==> src/rtl/mem_stream_writer.sv <==
// Streams signed results over a valid/ready handshake into a burst of memory writes.
// The burst base and length are programmable. Out-of-range writes either wrap or abort the burst.
module mem_stream_writer #(
  parameter int DATA_WIDTH   = 16,
  parameter int RESULT_WIDTH = 16,
  parameter int ADDR_WIDTH   = 6,
  parameter int MEM_SIZE     = 64,
  parameter bit WRAP_EN      = 1'b1,
  parameter bit SATURATE     = 1'b1
) (
  input  logic                    clk,
  input  logic                    rst,
  input  logic                    start,
  input  logic [ADDR_WIDTH-1:0]   cfg_base,
  input  logic [ADDR_WIDTH:0]     cfg_len,
  input  logic                    in_valid,
  output logic                    in_ready,
  input  logic [RESULT_WIDTH-1:0] data_in,
  output logic                    write_en,
  output logic [ADDR_WIDTH-1:0]   write_address,
  output logic [DATA_WIDTH-1:0]   data_out,
  output logic                    busy,
  output logic                    done,
  output logic                    err,
  output logic [ADDR_WIDTH:0]     words_written
);

  typedef enum logic [1:0] {IDLE, RUN, DONE} state_e;

  localparam logic [ADDR_WIDTH-1:0] LAST_ADDR = ADDR_WIDTH'(MEM_SIZE - 1);
  localparam logic [ADDR_WIDTH:0]   MEM_LIMIT = (ADDR_WIDTH + 1)'(MEM_SIZE);

  state_e                  state_q, state_d;
  logic [ADDR_WIDTH-1:0]   addr_q, addr_d;
  logic [ADDR_WIDTH:0]     len_q, len_d;
  logic [ADDR_WIDTH:0]     cnt_q, cnt_d;
  logic                    past_end_q, past_end_d;
  logic                    we_q, we_d;
  logic [ADDR_WIDTH-1:0]   waddr_q, waddr_d;
  logic [DATA_WIDTH-1:0]   dout_q, dout_d;
  logic                    done_q, done_d;
  logic                    err_q, err_d;
  logic [DATA_WIDTH-1:0]   conv_data;
  logic [ADDR_WIDTH-1:0]   next_addr;
  logic                    out_of_range;

  generate
    if (RESULT_WIDTH > DATA_WIDTH) begin : g_narrow
      if (SATURATE) begin : g_sat
        // The value fits when every bit from the new sign position upward agrees.
        logic [RESULT_WIDTH-DATA_WIDTH:0] top_bits;
        assign top_bits = data_in[RESULT_WIDTH-1:DATA_WIDTH-1];
        always_comb begin
          if (top_bits == '0 || top_bits == '1) conv_data = data_in[DATA_WIDTH-1:0];
          else if (data_in[RESULT_WIDTH-1])      conv_data = {1'b1, {(DATA_WIDTH-1){1'b0}}};
          else                                   conv_data = {1'b0, {(DATA_WIDTH-1){1'b1}}};
        end
      end else begin : g_trunc
        assign conv_data = data_in[DATA_WIDTH-1:0];
      end
    end else if (RESULT_WIDTH == DATA_WIDTH) begin : g_same
      assign conv_data = data_in;
    end else begin : g_sext
      assign conv_data = {{(DATA_WIDTH-RESULT_WIDTH){data_in[RESULT_WIDTH-1]}}, data_in};
    end
  endgenerate

  assign next_addr = (WRAP_EN && addr_q == LAST_ADDR) ? '0 : addr_q + 1'b1;
  // past_end_q catches the ADDR_WIDTH roll-over that a plain compare would miss.
  assign out_of_range = !WRAP_EN && (past_end_q || ({1'b0, addr_q} >= MEM_LIMIT));

  // NOTE: every _d gets a default before the case so no path leaves it unassigned (no latch).
  always_comb begin
    state_d    = state_q;
    addr_d     = addr_q;
    len_d      = len_q;
    cnt_d      = cnt_q;
    past_end_d = past_end_q;
    we_d       = 1'b0;
    waddr_d    = waddr_q;
    dout_d     = dout_q;
    done_d     = (state_q == DONE);
    err_d      = err_q;

    unique case (state_q)
      IDLE: begin
        if (start) begin
          addr_d     = cfg_base;
          len_d      = cfg_len;
          cnt_d      = '0;
          err_d      = 1'b0;
          past_end_d = 1'b0;
          state_d    = (cfg_len == '0) ? DONE : RUN;
        end
      end
      RUN: begin
        if (in_valid) begin
          if (out_of_range) begin
            err_d   = 1'b1;
            state_d = DONE;
          end else begin
            we_d    = 1'b1;
            waddr_d = addr_q;
            dout_d  = conv_data;
            cnt_d   = cnt_q + 1'b1;
            addr_d  = next_addr;
            if (!WRAP_EN && addr_q == LAST_ADDR) past_end_d = 1'b1;
            if (cnt_d == len_q) state_d = DONE;
          end
        end
      end
      DONE:    state_d = IDLE;
      default: state_d = IDLE;
    endcase
  end

  // NOTE: sequential state uses non-blocking assignments only, so all registers update together.
  always_ff @(posedge clk) begin
    if (rst) begin
      state_q    <= IDLE;
      addr_q     <= '0;
      len_q      <= '0;
      cnt_q      <= '0;
      past_end_q <= 1'b0;
      we_q       <= 1'b0;
      waddr_q    <= '0;
      dout_q     <= '0;
      done_q     <= 1'b0;
      err_q      <= 1'b0;
    end else begin
      state_q    <= state_d;
      addr_q     <= addr_d;
      len_q      <= len_d;
      cnt_q      <= cnt_d;
      past_end_q <= past_end_d;
      we_q       <= we_d;
      waddr_q    <= waddr_d;
      dout_q     <= dout_d;
      done_q     <= done_d;
      err_q      <= err_d;
    end
  end

  assign in_ready      = (state_q == RUN);
  assign busy          = (state_q == RUN);
  assign write_en      = we_q;
  assign write_address = waddr_q;
  assign data_out      = dout_q;
  assign done          = done_q;
  assign err           = err_q;
  assign words_written = cnt_q;

endmodule

==> config.mk <==
export PLATFORM = sky130hd
export DESIGN_NAME = mem_stream_writer
export DESIGN_NICKNAME = d
export VERILOG_FILES = /design/src/rtl/mem_stream_writer.sv
export SDC_FILE = /design/constraint.sdc
export NUM_CORES = 1
export LEC_CHECK = 0
export CORE_MARGIN = 3
export CORE_UTILIZATION = 40
export CTS_CLUSTER_SIZE = 8
export DETAILED_ROUTE_END_ITERATION = 10
export GPL_TIMING_DRIVEN = 0
export PLACE_DENSITY = 0.68
export SYNTH_ARGS = -nofsm -noshare
export SYNTH_HDL_FRONTEND = slang
export SYNTH_SLANG_ARGS = --single-unit
==> constraint.sdc <==
create_clock -name clk -period 2.3 [get_ports clk]
set_input_delay 0.345 -clock clk [delete_from_list [all_inputs] [get_ports clk]]
set_output_delay 0.345 -clock clk [all_outputs]
set_load 0.05 [all_outputs]
==> results.md <==
* Io pins at 67
* CTS tree: yes
* Outcome: finished, final reports clean
* Die area at around 6000 sq um
* Largest family of logic cells by synthesized area: simple AND/OR/NAND/NOR gates
* XOR/XNOR share of the synthesized area at slightly below 4%
* Worst Setup End Kind: output port
* Port Buf Inserts at 64
* Synth unique cells at 38
* Residual DRC at 0
* Post-synth top area share at roughly 46%
* Synthesized net count at 295
* Multiplexer share of the synthesized area at 0%
* Clock Skew at between 0.003 and 0.004 ns
* Fin. max-slew vios at 0
* Slew HR at between 50% and 60%
* Share of layout cells above drive strength 1 at 5.72%
* Initial antenna violation count at 0
* Final Hold Viols at 0
* Vias in the first global route at between 1500 and 2000
* Arrival time worst endpoint at around 1.8 ns
* Worst path cell trace: nand2b_1 > clkbuf_2 > inv_1 > clkdlybuf4s15_1
* Synth Instances at 260
* Post-Syn Area per Cell at between 7 and 8 sq um
* Compound-cell area share of the yosys netlist at between 10% and 20%
* Remaining Overflow, GRT at 0
* Pre-Repair DR Iteration Count at 4
* Leading cell type in the layout, fill and taps excluded: nand2_1
* Tcrit/Tclk final at between 90% and 100%
* VDD IR-drop max at around 0.31 mV
* Power Density at a little over 600 nW/um^2
* Vias post-DR at about 2000
* RSZ-0062 raised after global routing: no
* Clock sinks at 46
* Diode count at 0
* Core footprint at roughly 4800 sq um
* HPWL after DPL at approximately 3.8 mm
* Sequential area share after synthesis at a little under half
* DR WL/cell at between 10 and 15 microns
* Worst Hold Class: in -> reg
* Startpoint Class: register
* Total chip power at between 1500 and 2000 uW
* TritonCTS Buffers at 5
* Nets at about 370
* First-pass GRT wire length at around 8.9 mm
* Routability-driven placement congestion ratio at 0.802
* Fin area at about 2800 sq um
* Buf/Inv on CP at 3
* # setup viols final at 0
* Slew @ Worst Pin at ~0.65 ns
* Most frequent cells in the layout: nand2_1, clkdlybuf4s50_1, a21oi_1, dfxtp_1, clkbuf_1
* Vias per Instance at 4.90
* Worst-path maximum fanout at 10
* Clock Tree Root: clkbuf_8
* Crit path max-delay family: buffers and inverters
* Post-Place Cell Area at 2740 sq um
* Tot GR Track Use at a little under a fifth
* Top cells by area, synth: dfxtp_1, nand2_1, a21oi_1
* Fin cells at approximately 400
* Crit Path Category: reg -> out
* Synth area leader: dfxtp_1
* Hold-fix buffers, CTS at 0
* H-tree levels at 2
* Skew-Pair Late Insertion Delay at roughly 0.30 ns
* Routed wire length at between 5 and 6 mm
* MaxCap Viol Count at 0
* Rows at 25
* Area Overhead vs Synth at 40.4%
* Setup Fix Bufs, Post-CTS at 0
* Chip Width at ~77 microns
* Yosys warnings at 0
* Final ANT Viol Nets at 0
* Reg clk slew, reported paths at about 0.090 ns
* Height of the die at roughly 77 microns
* CP max stage cell: clkdlybuf4s15_1
* Initial Util at between 40 and 50%
* Number of synthesized register bits at between 40 and 50
* Minimum clock period at about 2.2 ns
* Post-Synth Adder-Cell Area at about 1.2%
* Simple-gate portion of the synthesized area at approximately 28%
* Filler cells at between 400 and 500
* Delay of the slowest critical-path stage at between 0.5 and 0.6 ns
* Largest net degree at the start of global routing at 16
* Initial detailed-routing violation count at 99
* Lkg Pwr at ~0.0010 uW
* Placed cell count at 391
* Mapped Area at between 2000 and 2500 sq um
* Fmax at around 0.46 GHz
* Worst path required time at 1.96 ns
* Clock Path Buffers at 2
-- power by group --
| group | total (uW) | internal, uW | switching, uW |
|---|---|---|---|
| Sequential | 880 | 839 | 41.1 |
| Combinational | 374 | 153 | 221 |
| Clock | 497 | 214 | 283 |
-- synthesized netlist by cell type, drive strengths merged --
cell type   n
nand3b      2
nor3        5
nor4        2
xor2        4
or3         2
o2bb2ai     1
o21ai      10
a21oi      45
conb        1
and2        4
and3        2
clkbuf     12
nand3       8
a311oi      1
or4         1
or4bb       1
and3b       1
nor2b       3
o211ai      3
nor2       10
or3b        1
o311ai      1
inv         1
o31ai       1
xnor2       5
nor3b       3
ha          2
dfxtp      46
nand2b      2
a21o        1
buf         4
a211oi      1
or4b        1
nand2      73
-- cells by family after synthesis --
kind of cell | Yosys count
AOI/OAI and AO/OA | 64
xor gates and xnor gates | 9
adders and majority gates | 2
buffers and inverters | 17
DFF | 46
other | 1
and+or+nand+nor | 121
-- layout make-up --
type / instances / area, sq um / area share, %
Buffer: 16 / 70.1 / 2.48
Clock buffer: 5 / 68.8 / 2.43
Clock inverter: 3 / 21.3 / 0.752
Inverter: 1 / 3.75 / 0.133
Multi-Input combinational cell: 197 / 1020 / 36.1
Sequential cell: 46 / 922 / 32.6
Tap cell: 67 / 83.8 / 2.96
Timing Repair Buffer: 64 / 638 / 22.6
-- sequential cells by signal, summed over array words and instances (netlist names) --
register       flops
data_out          16
words_written      7
len_q              7
addr_q             6
write_address      6
done               1
state_q            2
write_en           1
-- path summary, 6_finish.rpt --
check	from	depth (start not counted)	slack (ns)	to
setup / recovery	state_q[0]	4	0.13	busy
hold reg to reg	data_out[0]	2	0.46	data_out[0]
setup reg to reg	words_written[1]	6	0.20	state_q[0]
hold / removal	rst	2	0.42	addr_q[2]
-- per-stage QoR --
stage	TNS, ns	setup slack [ns]	util, %	hold slack, ns
after global routing	0	0.00176	59.1	0.471
after detailed placement	-0.113	-0.0809	57.3	0.448
after floorplan	0	0.0366	-	0.448
after global placement	-0.0896	-0.0724	57.3	0.442
final	0	0.130	59.1	0.425
after CTS	0	0.110	59.1	0.431
-- per-layer routing --
layer | vias to the layer above | track usage (%) | wire, microns
met2 | 48 | 30.1 | 2340
met3 | 13 | 3.64 | 169
li1 | 1017 | - | -
met5 | - | 0 | 0
met1 | 877 | 23.1 | 2520
met4 | 0 | 9.42 | 112
-- what timing repair did --
item,in CTS,in global routing
cloned,0,0
endpoints found under the setup margin,2,1
pin swaps,0,0
gates resized for setup,4,1
Power figures use the tool's default switching activity.
